`src/rtl/pe_psum_drain.sv`:
```
// Partial-sum drain: accumulates PECOL-wide psum vectors over npass passes into a
// per-position buffer, then streams width-reduced results out. Optional saturation: PSUM_DRAIN_SAT_EN.
module pe_psum_drain #(
  parameter int DWD   = 16,
  parameter int PECOL = 4,
  parameter int ACCWD = 24,
  parameter int DEPTH = 16
) (
  input  logic                       i_clk,
  input  logic                       i_rst,
  input  logic                       i_start,
  input  logic [3:0]                 i_npass,
  input  logic [$clog2(DEPTH):0]     i_npos,
  input  logic                       i_psum_rdy,
  output logic                       o_psum_ack,
  input  logic [PECOL*DWD-1:0]       i_psum,
  output logic                       o_out_rdy,
  input  logic                       i_out_ack,
  output logic [PECOL*DWD-1:0]       o_out,
  output logic                       o_busy,
  output logic                       o_done
);

  // Handshake: a transfer happens on a rising edge where rdy and ack are both high;
  // o_psum_ack and o_out_rdy are decoded from state only, never from the partner's signal.

  localparam int PW = $clog2(DEPTH) + 1;
  localparam int AW = (DEPTH > 1) ? $clog2(DEPTH) : 1;

  typedef enum logic [1:0] {
    S_IDLE  = 2'd0,
    S_ACCUM = 2'd1,
    S_DRAIN = 2'd2
  } state_t;

  state_t                  state_q, state_d;
  logic [PW-1:0]           npos_q, npos_d;
  logic [PW-1:0]           pos_q, pos_d;
  logic [PW-1:0]           rdpos_q, rdpos_d;
  logic [3:0]              npass_q, npass_d;
  logic [3:0]              pass_q, pass_d;
  logic                    done_q, done_d;

  logic signed [ACCWD-1:0] buf_q [DEPTH][PECOL];
  logic signed [ACCWD-1:0] psum_ext [PECOL];

  logic                    psum_xfer;
  logic                    out_xfer;
  logic                    last_pos;
  logic                    last_pass;
  logic                    last_rd;
  logic [PW-1:0]           npos_clamp;
  logic [3:0]              npass_clamp;

  assign npos_clamp  = (i_npos == '0) ? PW'(1) :
                       (i_npos > PW'(DEPTH)) ? PW'(DEPTH) : i_npos;
  assign npass_clamp = (i_npass == 4'd0) ? 4'd1 : i_npass;

  assign psum_xfer = (state_q == S_ACCUM) && i_psum_rdy;
  assign out_xfer  = (state_q == S_DRAIN) && i_out_ack;
  assign last_pos  = (pos_q == npos_q - PW'(1));
  assign last_pass = (pass_q == npass_q - 4'd1);
  assign last_rd   = (rdpos_q == npos_q - PW'(1));

  always_ff @(posedge i_clk or posedge i_rst) begin
    if (i_rst) begin
      state_q <= S_IDLE;
      npos_q  <= PW'(1);
      pos_q   <= '0;
      rdpos_q <= '0;
      npass_q <= 4'd1;
      pass_q  <= 4'd0;
      done_q  <= 1'b0;
    end else begin
      state_q <= state_d;
      npos_q  <= npos_d;
      pos_q   <= pos_d;
      rdpos_q <= rdpos_d;
      npass_q <= npass_d;
      pass_q  <= pass_d;
      done_q  <= done_d;
    end
  end

  always_comb begin
    state_d = state_q;
    npos_d  = npos_q;
    pos_d   = pos_q;
    rdpos_d = rdpos_q;
    npass_d = npass_q;
    pass_d  = pass_q;
    done_d  = 1'b0;
    case (state_q)
      S_IDLE: begin
        if (i_start) begin
          npos_d  = npos_clamp;
          npass_d = npass_clamp;
          pos_d   = '0;
          pass_d  = 4'd0;
          rdpos_d = '0;
          state_d = S_ACCUM;
        end
      end
      S_ACCUM: begin
        if (psum_xfer) begin
          if (last_pos) begin
            pos_d  = '0;
            pass_d = pass_q + 4'd1;
            if (last_pass) begin
              state_d = S_DRAIN;
              rdpos_d = '0;
            end
          end else begin
            pos_d = pos_q + PW'(1);
          end
        end
      end
      S_DRAIN: begin
        if (out_xfer) begin
          if (last_rd) begin
            state_d = S_IDLE;
            rdpos_d = '0;
            done_d  = 1'b1;
          end else begin
            rdpos_d = rdpos_q + PW'(1);
          end
        end
      end
      default: state_d = S_IDLE;
    endcase
  end

  always_comb begin
    for (int c = 0; c < PECOL; c++) begin
      psum_ext[c] = ACCWD'($signed(i_psum[c*DWD +: DWD]));
    end
  end

  // The buffer is always written before it is read within a tile, so it carries no reset.
  always_ff @(posedge i_clk) begin
    if (psum_xfer) begin
      for (int c = 0; c < PECOL; c++) begin
        if (pass_q == 4'd0) buf_q[pos_q[AW-1:0]][c] <= psum_ext[c];
        else                buf_q[pos_q[AW-1:0]][c] <= buf_q[pos_q[AW-1:0]][c] + psum_ext[c];
      end
    end
  end

`ifdef PSUM_DRAIN_SAT_EN
  localparam logic signed [ACCWD-1:0] SAT_MAX = {{(ACCWD-DWD+1){1'b0}}, {(DWD-1){1'b1}}};
  localparam logic signed [ACCWD-1:0] SAT_MIN = {{(ACCWD-DWD+1){1'b1}}, {(DWD-1){1'b0}}};
  localparam logic [DWD-1:0]          OUT_MAX = {1'b0, {(DWD-1){1'b1}}};
  localparam logic [DWD-1:0]          OUT_MIN = {1'b1, {(DWD-1){1'b0}}};
  logic signed [ACCWD-1:0] rd_v;

  always_comb begin
    o_out = '0;
    rd_v  = '0;
    if (state_q == S_DRAIN) begin
      for (int c = 0; c < PECOL; c++) begin
        rd_v = buf_q[rdpos_q[AW-1:0]][c];
        if (rd_v > SAT_MAX)      o_out[c*DWD +: DWD] = OUT_MAX;
        else if (rd_v < SAT_MIN) o_out[c*DWD +: DWD] = OUT_MIN;
        else                     o_out[c*DWD +: DWD] = rd_v[DWD-1:0];
      end
    end
  end
`else
  always_comb begin
    o_out = '0;
    if (state_q == S_DRAIN) begin
      for (int c = 0; c < PECOL; c++) begin
        o_out[c*DWD +: DWD] = buf_q[rdpos_q[AW-1:0]][c][DWD-1:0];
      end
    end
  end
`endif

  assign o_psum_ack = (state_q == S_ACCUM);
  assign o_out_rdy  = (state_q == S_DRAIN);
  assign o_busy     = (state_q != S_IDLE);
  assign o_done     = done_q;

endmodule

```
`config.mk`:
```
export PLATFORM = sky130hd
export DESIGN_NAME = pe_psum_drain
export DESIGN_NICKNAME = d
export VERILOG_FILES = /design/src/rtl/pe_psum_drain.sv
export SDC_FILE = /design/constraint.sdc
export NUM_CORES = 1
export LEC_CHECK = 0
export CORE_UTILIZATION = 45
export CTS_CLUSTER_SIZE = 14
export DETAILED_ROUTE_END_ITERATION = 6
export SLEW_MARGIN = 20
export SYNTH_ARGS = -nofsm -noshare
export SYNTH_HDL_FRONTEND = slang
export SYNTH_SLANG_ARGS = --single-unit
```
`constraint.sdc`:
```
create_clock -name i_clk -period 9.3 [get_ports i_clk]
set_input_delay 2.325 -clock i_clk [delete_from_list [all_inputs] [get_ports i_clk]]
set_output_delay 2.325 -clock i_clk [all_outputs]
set_load 0.02 [all_outputs]
```
Yosys cells after proc, flatten, opt, wreduce, memory -nomap -nowiden
Memory sizes are Yosys's and may differ from the RTL's.
Cells that the tools add are included.
{"block": "totals", "mem_bits_rw": 1536, "register_bits": 26, "n_memories": 1}
{"name": "buf_q", "words": 16, "width": 96, "read_ports": 2, "rd_ports_with_merged_regs": 0, "write_ports": 1, "line_no": "44", "source": "logic signed [ACCWD-1:0] buf_q [DEPTH][PECOL];"}
{"block": "classes", "n_mux": 38, "order_cmp": 1, "n_eq_ne": 11, "bitwise": 4, "add_sub_neg": 9, "reduce_logical": 14}
{"cell": "$add A24 B16 Y24", "count": 4}
{"cell": "$mux W24", "count": 4}
{"cell": "$mux W64", "count": 1}
{"cell": "$mux W5", "count": 10}
{"cell": "$mux W4", "count": 4}
{"cell": "$pmux W5 S3", "count": 1}
{"cell": "$mux W2", "count": 6}
{"cell": "$reduce_and A6 Y1", "count": 2}
{"cell": "$add A5 B1 Y5 const B", "count": 2}
{"cell": "$eq A5 B5 Y1", "count": 2}
{"cell": "$ne A2 B1 Y1 const B", "count": 5}
{"cell": "$pmux W5 S2", "count": 1}
{"cell": "$mux W1", "count": 9}
{"cell": "$logic_not A4 Y1", "count": 2}
{"cell": "$pmux W4 S2", "count": 1}
{"cell": "$pmux W2 S3", "count": 1}
{"cell": "$gt A5 B5 Y1 const B", "count": 1}
{"cell": "$logic_not A5 Y1", "count": 1}
{"cell": "$sub A5 B1 Y5 const B", "count": 1}
{"cell": "$add A4 B1 Y4 const B", "count": 1}
{"cell": "$eq A4 B4 Y1", "count": 1}
{"cell": "$or A1 B1 Y1", "count": 4}
{"cell": "$reduce_and A4 Y1", "count": 1}
{"cell": "$reduce_bool A2 Y1", "count": 2}
{"cell": "other kinds (9)", "count": 10}

Longest topological paths before layout
Gate-level depths: netlist of the first run.
{"block": "depth", "depth_word": 6, "ltp_mapped": 16, "ltp_nobuf": 12}

Worst setup path after synthesis of the first run
Ideal clock, no wire load.
{"block": "synth_timing", "path_type": "input -> register", "start": "input port i_psum_rdy", "end": "memory buf_q[3][0] in the netlist's numbering (enable)", "arrival_time_ns": 7.009, "setup_time_ns": 0.565, "path_stages": 4, "path_slack_ns": 1.726, "cell_sequence": "and2_1 -> buf_2 -> nand2_1 -> nor3_1"}
{"block": "synth_via", "elab_chain_len": 4}
{"item": "start, declared", "line_no": "14", "source": "input logic i_psum_rdy,"}
{"item": "$logic_and A1 B1 Y1 (*)", "line_no": "59", "source": "assign psum_xfer = (state_q == S_ACCUM) && i_psum_rdy;"}
{"item": "$mux W1", "line_no": "141", "source": "if (psum_xfer) begin"}
{"item": "$mux W1 (on tied branches)", "line_no": "143, 144"}
{"item": "$or A1 B1 Y1 (no source line) (*)"}
{"item": "end, declared", "line_no": "44"}
Mark *: on every way between the ends. The rest lies on a longest branch, timed or not.

Worst setup path in the final report of the first run
{"block": "layout_timing", "start": "register rdpos_q[0]", "end": "output port o_out[35]"}
{"block": "layout_via", "elab_chain_len": 2}
{"item": "start, declared", "line_no": "39", "source": "logic [PW-1:0] rdpos_q, rdpos_d;"}
{"item": "start signal, assigned", "line_no": "78", "source": "rdpos_q <= rdpos_d;"}
{"item": "$mem_v2 Z16 W96"}
{"item": "$mux W64", "line_no": "171", "source": "if (state_q == S_DRAIN) begin"}
{"item": "end, declared", "line_no": "19", "source": "output logic [PECOL*DWD-1:0] o_out,"}
Every way passes these cells.

==> results.cfg, run 1 <==
[timing]
layout_min_cycle_time_ns = 6.66
fmax_mhz = 150
relSlewSlack_pct = 21.6
finalSetupTns_ns = 0
fin_crit_sh_pct = 71.6
worst_pin_slew_ns = 1.18
fin_worst_skew_ns = 0.0308
rsz0062_at_grt = no
hold_violations = 0
maxSlewViolCount = 0
setup_viol = 0

[yosys]
syn_nets = 2729
synth_area_um2 = 51300
synth-edff-count = 1024
synth_top_area_share_pct = 59.9
synth_flop_cell = edfxtp_1
synth_cell_types = 64
syn_avg_cell_area_um2 = 19.9
synth-warning-count = 0
ys_seq_area_share_pct = 61.2
async_flop_share_pct = 2.48
synthCells = 2578
synth_area_leader_cell = edfxtp_1
ys_ff_latch = 1050
synth.area.top_cells = edfxtp_1 (60%), mux4_2 (28%), ha_1 (1.7%), dfrtp_1 (1.2%), nand2_1 (0.87%)

[global_route]
overflow = 0
antenna_found_initial = 3
gr-usage-all-layers_pct = 24.4
grt_pass1_wl_um = 203000
grt_max_degree = 142
grt_pass1_vias = 29300

[worst_setup_path]
end_kind = output port
path_buf_inv = 2
cp_top_family = buffers and inverters
cpPeakStageDelay_ns = 0.99
crit_required_ns = 6.98
cp_common_cell = mux4_2
critPathArrivalTime_ns = 4.33
cp_slowest_cell = dfrtp_4
path_cells = buf_12 -> mux4_2 -> mux4_2 -> and2_1 -> clkdlybuf4s50_1
crit_type = flop to output port
crit_path_max_fanout = 84
crit_path_start_kind = flop

[finish]
layout-drive-gt1-share_pct = 32.0
final_cell_mix = edfxtp_1 (1,024), mux4_2 (636), clkdlybuf4s50_1 (145)
n_antenna_cell = 0
nNetsFinal = 2864
fillers = 8908
layout_commonest_cell = edfxtp_1
syn2layout_area_growth_pct = 13.5

[die]
rows = 123
core_um2 = 113000
ios = 146
die-width_um = 340
dieArea_um2 = 115000
die_h_um = 340
start_util_pct = 45.5

[routing]
drc_errors = 0
antenna_left = 0
viasPerCell = 6.34
detail_route.wl_per_cell_um = 32.1
drt_first_pass_iters = 7
finalWirelength_um = 138000
drt_iter0_markers = 2469
vias = 27300

[worst_hold_path]
hold_class = flop to flop

[outcome]
status = finished, final reports clean

[clock_tree]
post_cts_buffers = 0
postCtsHoldBufs = 0
root_buffer = clkbuf_16
clockBufferDepth = 3
path_clk_slew_ns = 0.06
cts_resized = 0
cts_buffers = 112
cts_tree = yes
clock-sinks = 1050
clock_latency_ns = 0.71
h-tree-depth = 3

[power_and_ir_drop]
power.share.combinational_pct = 36.7
finalPower_w = 0.0181
p_int_w = 0.0122
p_switching_w = 0.00599
swShare_pct = 33.0
seq_power_share_pct = 38.8
p_leak_nw = 18.0
peakVddDrop_mv = 0.209
powerDensity_nw_per_um2 = 312
p_clk_share_pct = 24.6

[job]
maxCapViolations = 0

[place]
gp_congestion = 0.812
dp_hpwl_um = 74000
portBuffers = 145
-- cells in the mapped netlist, drive strengths merged (34+ instances only) --
| master | number |
|---|---|
| ha | 69 |
| and2 | 68 |
| nand2 | 119 |
| buf | 83 |
| mux4 | 636 |
| clkbuf | 90 |
| nor2 | 38 |
| o21ai | 89 |
| edfxtp | 1024 |
| xnor2 | 34 |
| xor2 | 39 |
| a21oi | 37 |
-- routing by layer --
metal  track usage (%)  vias to the layer above  share of wire, %
met3              3.47                      161               5.8
li1                  -                    11300                 -
met5                 0                        -            0.0080
met1              33.5                    14900                41
met4              6.13                        2               2.1
met2              41.2                      926                51
-- flip-flops by register name, indices dropped and copies added (netlist names) --
name	count
state_q	2
rdpos_q	5
npass_q	4
o_done	1
pass_q	4
npos_q	5
buf_q	1024
pos_q	5
-- path summary, 6_finish.rpt --
kind | slack, ns | depth (start not counted) | endpoint | startpoint
setup reg to reg | 3.64 | 11 | buf_q[13][15] | pos_q[1]
max in group asynchronous | 6.81 | 2 | rdpos_q[2] | i_rst
hold / removal | 0.52 | 1 | pos_q[4] | pos_q[4]
setup / recovery | 2.64 | 5 | o_out[35] | rdpos_q[0]
min in group asynchronous | 2.05 | 2 | npos_q[2] | i_rst
hold reg to reg | 0.52 | 1 | pos_q[4] | pos_q[4]
-- metrics by stage --
stage | utilization (%) | cells | hold slack [ns] | worst slack (ns) | cell area [µm²]
floorplan | - | 2578 | 0.449 | 1.73 | 51300
global placement | 48.4 | 4098 | 0.483 | 3.33 | 54500
detailed placement | 48.4 | 4098 | 0.508 | 3.28 | 54500
CTS | 51.6 | 4308 | 0.521 | 2.51 | 58200
global route | 51.6 | 4309 | 0.540 | 2.39 | 58200
finish | 51.6 | 4309 | 0.519 | 2.64 | 58200
-- logic make-up after synthesis --
group,count (synthesis),share of synthesized area (%)
flip-flops,1050,61.2
multiplexers,644,28.1
AND/OR/NAND/NOR,308,2.99
AO/OA/AOI/OAI,225,2.75
buffers and inverters,204,1.83
XOR/XNOR,74,1.32
adder cells (fa/ha/maj),73,1.84
-- area by class of cell --
cell class                 instances  area (µm²)  share of cell area (%)
timing repair buffer             194        2030                    3.49
clock buffer                     137        2920                    5.01
inverter                          31         116                   0.200
multi-input combinational       1324       19100                    32.9
clock inverter                    73         726                    1.25
tap                             1500        1880                    3.22
sequential                      1050       31400                    54.0
-- power groups by stage --
stage	sequential [W]	clock [W]	combinational [W]
6_report	0.00704	0.00446	0.00665
5_1_grt	0.00710	0.00470	0.00723
4_1_cts	0.00705	0.00454	0.00668
3_5_place_dp	0.00714	0	0.00666
3_3_place_gp	0.00710	0	0.00649
2_1_floorplan	0.00694	0	0.00496
Note: power is estimated with default switching activity, not from simulation.
==> run 2, diff against run 1 <==
==> constraint.sdc (replaced) <==
create_clock -name i_clk -period 6.3 [get_ports i_clk]
set_input_delay 1.575 -clock i_clk [delete_from_list [all_inputs] [get_ports i_clk]]
set_output_delay 1.575 -clock i_clk [all_outputs]
set_load 0.02 [all_outputs]
==> run 2 against run 1 <==
Effect of this change:
- clock-buffer cell count grew 5
- power grew 51%
- sequential power grew 49%
==> results.cfg, run 2 (same netlist as run 1, synthesis figures left out) <==
[finish]
final_cell_mix = edfxtp_1 (1,024), mux4_2 (636), clkdlybuf4s50_1 (145)
fillers = 8836
multi_input_area_um2 = 19200
seqCellArea_um2 = 31400
nNetsFinal = 2925
instances_no_fill = 4372
syn2layout_area_growth_pct = 15.1
utilization_pct = 52.4
layout-drive-gt1-share_pct = 33.6
largest_reg_flops = 1024
layout_commonest_cell = edfxtp_1

[timing]
fmax_mhz = 184
worst_pin_slew_ns = 1.17
fin_crit_sh_pct = 86.4
hold_violations = 0
layout_min_cycle_time_ns = 5.44
maxSlewViolCount = 0
finalSetupTns_ns = 0
rsz0062_at_grt = no
fin_worst_skew_ns = 0.0340
setup_viol = 0
relSlewSlack_pct = 21.9

[power_and_ir_drop]
p_leak_nw = 18.5
powerDensity_nw_per_um2 = 463
finalPower_w = 0.0273
peakVddDrop_mv = 0.271

[global_route]
grt_pass1_wl_um = 204000
antenna_found_initial = 3
grt_max_degree = 64
overflow = 0
grt_pass1_vias = 29800
gr-usage-all-layers_pct = 24.4

[worst_setup_path]
critPathArrivalTime_ns = 5.86
crit_type = flop to flop
crit_path_start_kind = flop
crit_path_max_fanout = 54
crit_required_ns = 6.71
end_kind = flop

[die]
dieArea_um2 = 115000
die_h_um = 340
die-width_um = 340
core_um2 = 113000
start_util_pct = 45.5
rows = 123
ios = 146

[place]
portBuffers = 145
gp_congestion = 0.796
dp_hpwl_um = 79700
dp_cells = 4157

[clock_tree]
post_cts_buffers = 0
clock-sinks = 1050
clock_latency_ns = 0.72
cts_resized = 0
clockBufferDepth = 3
h-tree-depth = 3
postCtsHoldBufs = 0
root_buffer = clkbuf_16
path_clk_slew_ns = 0.06
cts_buffers = 114
cts_tree = yes

[routing]
viasPerCell = 6.35
drt_iter0_markers = 2235
finalWirelength_um = 138000
vias = 27800
drt_first_pass_iters = 5
detail_route.wl_per_cell_um = 31.5
drc_errors = 0
antenna_left = 0

[job]
maxCapViolations = 0

[outcome]
status = finished, final reports clean

[worst_hold_path]
hold_class = flop to flop
-- run 2: cell count changes in the layout (fill, tap and decap cells not counted), moves of 4 or more --
cell / change
nor3_4: +4
buf_12: +12
bufinv_16: +4
buf_4: +47
clkbuf_16: +5
nor3_2: -4
-- run 2: power by group --
| part | switching (W) | total, W | internal, W |
|---|---|---|---|
| registers | 0.000571 | 0.0105 | 0.00989 |
| logic | 0.00554 | 0.00994 | 0.00440 |
| clock network | 0.00279 | 0.00692 | 0.00413 |
-- run 2: area by class of cell --
cell class | instances | area share [%]
Antenna cell | 1 | 0.00424
Inverter | 31 | 0.197
Clock buffer | 142 | 5.20
Clock inverter | 71 | 1.33
Timing Repair Buffer | 253 | 4.44
Multi-Input combinational cell | 1324 | 32.4
Tap cell | 1500 | 3.18
Sequential cell | 1050 | 53.2
-- run 2: critical path: stages (launching register included) --
cell and delay, ns:
dfrtp_4 1.09, buf_4 0.50, mux4_2 0.38, mux4_2 0.49
ha_1 0.25, inv_1 0.10, fa_1 0.22, nor2b_1 0.06
o21ai_1 0.12, nand2b_1 0.11, a211oi_1 0.54, o31ai_1 0.28
or4_1 0.53, nand3_1 0.44
-- run 2: final timing paths --
kind / start / to / slack [ns] / depth (start not counted)
worst max-delay path: pos_q[1] / buf_q[0][84] / 0.86 / 13
worst min-delay path: npass_q[0] / npass_q[0] / 0.53 / 2
worst max register to register: pos_q[1] / buf_q[0][84] / 0.86 / 13
worst min register to register: npass_q[0] / npass_q[0] / 0.53 / 2
max in group asynchronous: i_rst / pos_q[2] / 4.49 / 2
min in group asynchronous: i_rst / npos_q[2] / 1.27 / 2
-- run 2: per-layer routing --
metal	global-route usage [%]	share of wire (%)	vias up
met1	32.4	40	15100
met2	41.9	52	935
met3	3.74	5.8	231
met4	6.63	2.7	2
li1	-	-	11500
met5	0	0.0080	-
-- run 2: through the flow --
| step | setup WS [ns] | hold WS (ns) | instance area [µm²] |
|---|---|---|---|
| 6_report | 0.855 | 0.529 | 59100 |
| 3_5_place_dp | 0.706 | 0.519 | 55200 |
| 2_1_floorplan | 1.21 | 0.449 | 51300 |
| 5_1_grt | 0.522 | 0.555 | 59100 |
| 4_1_cts | 0.663 | 0.528 | 59000 |
| 3_3_place_gp | 0.758 | 0.510 | 55100 |
